===== config.mk =====
export PLATFORM = sky130hd
export DESIGN_NAME = dmem_write_buffer
export DESIGN_NICKNAME = d
export VERILOG_FILES = /design/src/rtl/dmem_write_buffer.sv
export SDC_FILE = /design/constraint.sdc
export NUM_CORES = 1
export LEC_CHECK = 0
export CAP_MARGIN = 5
export CORE_ASPECT_RATIO = 1.1
export CORE_MARGIN = 2
export CORE_UTILIZATION = 53
export CTS_CLUSTER_SIZE = 25
export DETAILED_ROUTE_END_ITERATION = 8
export PLACE_DENSITY = 0.77
export SLEW_MARGIN = 20
export SYNTH_ARGS = -nofsm -noshare
export SYNTH_HDL_FRONTEND = slang
export SYNTH_SLANG_ARGS = --single-unit

===== constraint.sdc =====
create_clock -name clock -period 3.4 [get_ports clock]
set_clock_uncertainty 0.1 [all_clocks]
set_input_delay 0.34 -clock clock [delete_from_list [all_inputs] [get_ports clock]]
set_output_delay 0.34 -clock clock [all_outputs]
set_load 0.005 [all_outputs]

===== src/rtl/dmem_write_buffer.sv =====
// dmem_write_buffer
// Posted-write buffer sitting between the CPU data-memory port and a slower
// handshaked data memory. Stores retire into a small FIFO and drain in the
// background; loads hitting a buffered address are forwarded from the FIFO,
// loads that miss wait for the FIFO to empty and then read memory.
module dmem_write_buffer #(
    parameter int DEPTH  = 4,
    parameter int ADDR_W = 16,
    parameter int DATA_W = 16
) (
    input  logic              clock,
    input  logic              reset,
    input  logic [ADDR_W-1:0] cpu_addr,
    input  logic [DATA_W-1:0] cpu_wdata,
    input  logic              cpu_write,
    input  logic              cpu_read,
    output logic [DATA_W-1:0] cpu_rdata,
    output logic              cpu_stall,
    output logic [ADDR_W-1:0] mem_addr,
    output logic [DATA_W-1:0] mem_wdata,
    output logic              mem_write,
    output logic              mem_read,
    input  logic [DATA_W-1:0] mem_rdata,
    input  logic              mem_ready
);

    localparam int PTR_W = $clog2(DEPTH);
    localparam int CNT_W = PTR_W + 1;

    typedef enum logic [1:0] {
        IDLE,
        DRAIN,
        RD_REQ,
        RD_DONE
    } state_t;

    state_t              state_q, state_d;
    logic [PTR_W-1:0]    head_q, head_d;
    logic [PTR_W-1:0]    tail_q, tail_d;
    logic [CNT_W-1:0]    count_q, count_d;
    logic [ADDR_W-1:0]   ldAddr_q, ldAddr_d;
    logic [DATA_W-1:0]   rdata_q, rdata_d;

    logic [ADDR_W-1:0]   addrMem_q [DEPTH];
    logic [DATA_W-1:0]   dataMem_q [DEPTH];

    logic                push;
    logic                pop;
    logic                full;
    logic                drainActive;
    logic                fwdHit;
    logic [DATA_W-1:0]   fwdData;
    logic [PTR_W-1:0]    scanIdx;

    assign full = (count_q == CNT_W'(DEPTH));

    // Memory-side outputs and the drain engine; driven only from registered state
    always_comb begin
        drainActive = ((state_q == IDLE) || (state_q == DRAIN)) && (count_q != '0);
        mem_write   = drainActive;
        mem_read    = (state_q == RD_REQ);
        mem_addr    = '0;
        mem_wdata   = '0;
        pop         = drainActive && mem_ready;
        if (drainActive) begin
            mem_addr  = addrMem_q[head_q];
            mem_wdata = dataMem_q[head_q];
        end else if (state_q == RD_REQ) begin
            mem_addr = ldAddr_q;
        end
    end

    // Forwarding search: scan oldest to newest so the newest matching entry wins
    always_comb begin
        fwdHit  = 1'b0;
        fwdData = '0;
        scanIdx = head_q;
        for (int k = 0; k < DEPTH; k++) begin
            scanIdx = head_q + PTR_W'(k);
            if ((CNT_W'(k) < count_q) && (addrMem_q[scanIdx] == cpu_addr)) begin
                fwdHit  = 1'b1;
                fwdData = dataMem_q[scanIdx];
            end
        end
    end

    // Control FSM: store acceptance, load forwarding/miss handling, CPU-side outputs
    always_comb begin
        state_d   = state_q;
        ldAddr_d  = ldAddr_q;
        rdata_d   = rdata_q;
        cpu_stall = 1'b0;
        cpu_rdata = '0;
        push      = 1'b0;
        case (state_q)
            IDLE: begin
                if (cpu_write) begin
                    if (full) begin
                        cpu_stall = 1'b1;
                    end else begin
                        push = 1'b1;
                    end
                end else if (cpu_read) begin
                    if (fwdHit) begin
                        cpu_rdata = fwdData;
                    end else begin
                        cpu_stall = 1'b1;
                        ldAddr_d  = cpu_addr;
                        state_d   = (count_q != '0) ? DRAIN : RD_REQ;
                    end
                end
            end
            DRAIN: begin
                cpu_stall = 1'b1;
                if (count_q == '0) begin
                    state_d = RD_REQ;
                end
            end
            RD_REQ: begin
                cpu_stall = 1'b1;
                if (mem_ready) begin
                    rdata_d = mem_rdata;
                    state_d = RD_DONE;
                end
            end
            RD_DONE: begin
                cpu_rdata = rdata_q;
                state_d   = IDLE;
            end
            default: begin
                state_d = IDLE;
            end
        endcase
    end

    // FIFO pointer and occupancy bookkeeping; a simultaneous push and pop leaves count unchanged
    always_comb begin
        head_d  = head_q;
        tail_d  = tail_q;
        count_d = count_q + CNT_W'(push) - CNT_W'(pop);
        if (push) begin
            tail_d = tail_q + PTR_W'(1);
        end
        if (pop) begin
            head_d = head_q + PTR_W'(1);
        end
    end

    // Control state register; reset drops any outstanding request and discards buffered writes
    always_ff @(posedge clock or posedge reset) begin
        if (reset) begin
            state_q  <= IDLE;
            head_q   <= '0;
            tail_q   <= '0;
            count_q  <= '0;
            ldAddr_q <= '0;
            rdata_q  <= '0;
        end else begin
            state_q  <= state_d;
            head_q   <= head_d;
            tail_q   <= tail_d;
            count_q  <= count_d;
            ldAddr_q <= ldAddr_d;
            rdata_q  <= rdata_d;
        end
    end

    // FIFO storage; contents are only meaningful under count, so no reset is needed
    always_ff @(posedge clock) begin
        if (push) begin
            addrMem_q[tail_q] <= cpu_addr;
            dataMem_q[tail_q] <= cpu_wdata;
        end
    end

endmodule


Word-level counts from Yosys, hierarchy flattened --
Memory sizes are Yosys's and may differ from the RTL's. Index checks and enable logic that the tools add are counted. W data, S select, Z words.
Operators by class: add/sub/neg operators 6, $lt $le $gt $ge 4, equality and inequality tests 13, mux-type cells 32, bitwise operators 2, reductions and logical operators 14
Operators with widths (number):
- $mux W16 | 10
- $eq A16 B16 Y1 | 4
- $pmux W16 S2 | 1
- $mux W1 | 13
- $mux W2 | 6
- $pmux W2 S4 | 1
- $logic_and A1 B1 Y1 | 6
- $lt A1 B3 Y1 const A | 2
- $lt A2 B3 Y1 const A | 2
- $ne A2 B2 Y1 const B | 3
- $reduce_and A5 Y1 | 1
- $add A2 B1 Y2 const B | 2
- $add A2 B2 Y2 const B | 2
- $eq A2 B2 Y1 const B | 2
- $ne A2 B1 Y1 const B | 2
- $reduce_and A4 Y1 | 1
- $add A3 B1 Y3 | 1
- $eq A3 B3 Y1 const B | 1
- $logic_not A3 Y1 | 1
- $reduce_bool A3 Y1 | 1
- $sub A3 B1 Y3 | 1
- $eq A2 B1 Y1 const B | 1
- $logic_not A2 Y1 | 1
- $not A1 Y1 | 2
- other kinds (4) | 4
Storage, ports and cells: register bits after elaboration 41, bits in writable memories 128, output and inout bits 51, word-level logic and storage cells 79, memories 2
Memories:
- addrMem_q | words 4, bits a word 16, read ports 4, clocked after memory_dff 0, wr ports 1, line 44 | logic [ADDR_W-1:0] addrMem_q [DEPTH];
- dataMem_q | words 4, bits a word 16, read ports 4, clocked after memory_dff 0, wr ports 1, line 45 | logic [DATA_W-1:0] dataMem_q [DEPTH];

Logic depth before layout (Yosys ltp) --
Gate-level depths: netlist of run 1. An unclocked memory read counts as a cell.
word-level depth 11, gate-level depth with buffers 14, mapped depth without buffers 11

Worst setup path after synthesis of run 1 --
No wires, ideal clock.
path kind register -> output, start point register head_q[0], end point output cpu_rdata[10], arrival 2810 ps, slack 150 ps, cell stages (with the launch flop) 12, buffers on the path 3, cells stage by stage dfrtp_1 > buf_6 > buf_12 > buf_12 > mux4_1 > xnor2_1 > nand3_1 > nor4_4 > nand2_4 > or3_1 > a221oi_2 > a2bb2oi_2
On the way: cells in the longest elaborated chain, start to end 11, elaborated cells between the ends (all ways) 25, classes of those cells add/sub: 3; eq/ne: 4; mux: 12; reduce/logical: 4; memory: 2
Ends and longest elaborated chain:
- start, declared | line 38 | logic [PTR_W-1:0] head_q, head_d;
- start signal, assigned | line 153 | head_q <= '0;
- start signal, assigned | line 160 | head_q <= head_d;
- $add A2 B1 Y2 / $mem_v2 Z4 W16 (equally long branches)
- $mem_v2 Z4 W16 / $eq A16 B16 Y1 (equally long branches)
- $eq A16 B16 Y1 / $logic_and A1 B1 Y1 (equally long branches) | line 80 | if ((CNT_W'(k) < count_q) && (addrMem_q[scanIdx] == cpu_addr)) begin
- $logic_and A1 B1 Y1 (tied with other cells) | line 80
- $mux W16 / $mux W1 (equally long branches) (3 in a row) | line 80
- $mux W16 (*) | line 104 | if (fwdHit) begin
- $mux W16 (*) | line 103 | end else if (cpu_read) begin
- $mux W16 (*) | line 97 | if (cpu_write) begin
- $pmux W16 S2 (*) | line 95 | case (state_q)
- end, declared | line 17 | output logic [DATA_W-1:0] cpu_rdata,
Every way passes the cells marked *; elsewhere a longest branch is shown, timed or not.

Worst setup path after layout of run 1 --
start point register head_q[0], end point output cpu_rdata[6]
Same word-level chain as after synthesis.

==> results of run 1 <==
-- layout make-up --
cell class	count	area [µm²]
inverter	18	70.1
timing repair buffer	359	3270
tap	290	363
multi-input combinational	688	6250
clock inverter	8	123
fill	1368	5810
clock buffer	24	472
sequential	169	4880
-- layout by cell type (no fill, tap or decap), types with 11 or more instances in the layout --
cell type	netlist	layout
buf_4	14	208
edfxtp_1	128	128
clkdlybuf4s50_1	0	86
nand2_1	78	77
mux2i_1	78	75
mux2_2	44	44
mux4_2	32	42
xnor2_1	54	39
dfrtp_1	41	39
nor3_1	27	24
a211oi_1	23	23
a21oi_1	25	23
buf_6	6	23
nor2_1	24	22
a21o_1	22	22
nand3_1	22	21
o21ai_0	21	18
clkbuf_16	0	18
buf_12	2	18
buf_2	15	17
inv_1	17	16
nor2b_1	15	15
xnor2_2	0	15
xor2_1	13	12
nand2b_1	12	12
nor4_1	13	12
ha_1	13	12
o2111ai_1	11	11
a211o_1	11	11
mux2_4	10	11
-- worst paths after layout --
path / startpoint / end / slack (ps) / cells after the start
min in group clock: ldAddr_q[14] / ldAddr_q[14] / 410 / 1
worst max register to register: head_q[0] / ldAddr_q[8] / -320 / 16
worst min-delay path: reset / rdata_q[10] / 200 / 2
worst max-delay path: head_q[0] / cpu_rdata[6] / -970 / 12
worst min register to register: ldAddr_q[14] / ldAddr_q[14] / 410 / 1
max in group asynchronous: reset / ldAddr_q[9] / 2270 / 3
-- kinds of logic after synthesis --
kind of cell / synth area share, %
AND/OR/NAND/NOR: 11.1
AO/OA/AOI/OAI: 12.2
adder cells (fa/ha/maj): 1.60
multiplexers: 22.4
buffers and inverters: 4.96
flip-flops: 42.6
XOR/XNOR: 5.14
-- power by group through the flow --
| stage | combinational, mW | clock [mW] | sequential [mW] |
|---|---|---|---|
| 2_1_floorplan | 4.34 | 0 | 2.89 |
| 3_3_place_gp | 6.74 | 0 | 3.05 |
| 3_5_place_dp | 6.91 | 0 | 3.07 |
| 4_1_cts | 7.31 | 2.01 | 3.00 |
| 5_1_grt | 8.29 | 2.12 | 3.06 |
| 6_report | 7.82 | 2.02 | 3.02 |
-- per-stage QoR --
stage          setup slack, ps  hold WS (ps)
3_5_place_dp              -975           380
2_1_floorplan              150           339
5_1_grt                   -996           245
6_report                  -971           202
3_3_place_gp              -941           367
4_1_cts                   -812           219
-- state kept, by name, indices dropped and copies added, names as in the netlist --
signal and cells:
ldAddr_q 16, state_q 2, count_q 3, dataMem_q 64, tail_q 2, rdata_q 16
head_q 2, addrMem_q 64
-- worst max-delay path: stages, from the launching register on --
cell,delay [ps]
dfrtp_4,490
buf_12,140
buf_8,120
mux4_2,560
xnor2_2,180
nand4_1,300
nor4_4,350
buf_4,210
nand2_4,70
a211oi_4,430
o21ai_1,150
o31ai_1,310
buf_2,190
-- per-layer routing --
layer	GRT usage [%]	part of all wire, %	vias up
met5	0	0.036	-
li1	-	-	4302
met4	16.2	5.4	2
met3	6.08	8.9	149
met1	36.4	36	4847
met2	53.2	50	654
-- repair_timing --
item | in CTS | in global routing
resized for setup | 141 | 30
setup buffers | 35 | 14
endpoints found under the setup margin | 45 | 45
cloned | 3 | 1
pin swaps | 34 | 26
hold buffers | 0 | 0
==> impl_results.md, run 1 <==
- Violated checks: negative setup slack
- IR Drop Worst-Case VDD: 0.463 mV
- Area after DPL: 14000 µm²
- Sequential cell area fraction in the yosys report: 42.6%
- X dimension of the die: 144 µm
- TNS Setup: -19550 ps
- Synth cell count leaders: edfxtp_1 (128), mux2i_1 (78), nand2_1 (78)
- Areal power density over the cells: 834 nW/µm²
- Share of the cycle needed by the critical path after routing: 129%
- Routed length per placed instance: 23.0 µm
- Clock slew at the register clock pins of the worst setup and hold paths: 70 ps
- Classification of the worst setup path: register to output port
- Number of nets with antenna violations after detailed routing: 0
- Row Count: 56
- Relative contribution of combinational cells to total power: 60.8%
- Number of vias in the routed layout: 9954
- FFs w/ async S/R, synth: 24.3%
- Cell internal power dissipation: 7.92 mW
- Die height: 158 µm
- Run status: finished, violations left
- Finished Cell Area: 15400 µm²
- DRC errors left: 0
- Number of max-capacitance violations reported: 0
- GRT overflow: 0
- Final critical delay including setup and external delays: 4370 ps
- Max FO, Critical Path: 6
- Detailed Route Iter0 Violations: 1029
- GRT Total Usage: 30.8%
- Layout net count: 1320
- Clock buffers created by TritonCTS: 17
- Library cells used by synthesis: 74
- TritonRoute pass-1 iters: 5
- Mapped Cells: 964
- Worst Hold Class: primary input to asynchronous set/reset pin
- Cell chosen for the clock root: clkbuf_16
- Worst-skew pair later-pin latency: 430 ps
- Most used standard cell by instance count after synthesis: edfxtp_1
- First-pass GRT wire length: 53200 µm
- Number of endpoints failing setup at the final stage: 35
- Share of the synthesized area in the top cell type: 33.7%
- Fmax: 229 MHz
- Slew Viols, Final: 0
- Number of placed I/O pins: 104
- Total nets after synthesis: 1031
- Net load switching power: 4.94 mW
- Part of the total power dissipated in sequential elements: 23.5%
- Placed wire-length estimate: 22800 µm
- Number of global-route vias before repair: 9888
- Sum of routed wire length over all layers: 35800 µm
- Antenna cell count: 0
- Leading post-synthesis cells by cell area: edfxtp_1 (34%), dfrtp_1 (9.0%), mux2i_1 (6.8%), mux4_2 (6.3%), mux2_2 (4.3%)
- Per-cell via count in the routed design: 6.40
- Register bit total from synthesis: 169
- Post-synth top area cell: edfxtp_1
- Worst Path Required: 2960 ps
- Placed cell count: 1474
- Number of antenna violations at the first check in global routing: 1
- Die area: 22700 µm²
- Overall Power: 12.9 mW
- Final Non-Filler Cells: 1556
- Arrival time of the worst setup path: 3930 ps
- Clock tree from TritonCTS: done
- Type of element launching the critical path: register
- Top FF cell, synth: edfxtp_1
- Final Core Density: 72.6%
- Starting Density: 53.8%
- Number of hold-slack violations in the final timing report: 0
- Cell leakage power: 6.29 nW
- TritonCTS sink count: 169
- Area of the placeable core: 21200 µm²
- Share of post-route cells with drive strength above 1: 36.6%
- Post-Syn Area per Cell: 11.8 µm²
- CTS HTree Levels: 4
- Setup crit end kind: output port
- Count of port buffers added during placement: 103
- Transition time at the pin with the least slew margin: 634 ps
- P&R area growth vs syn: 35.0%
- Worst Slack Setup Final: -971 ps
- Number of buffers between clock root and the deepest sink: 2
- Largest net degree at the start of global routing: 62
- Number of enable flip-flop cells after synthesis: 128
- Tightest slew margin relative to the limit: 57.8%
- Share of total power in the clock network: 15.7%
- Unrepaired setup endpoints after global routing: yes
- Final RePlAce weighted congestion: 0.899
- Proportion of total power due to net switching: 38.4%
- Area of the mapped netlist: 11400 µm²
- YS warnings: 0
No activity file was read; power rests on OpenSTA's default activity.
==> inputs of run 2 (changes only) <==
Settings changed: SLEW_MARGIN 20 to default.
==> results of run 2 <==
Same layout as run 1: the final DEF is identical, and so are final timing and power.
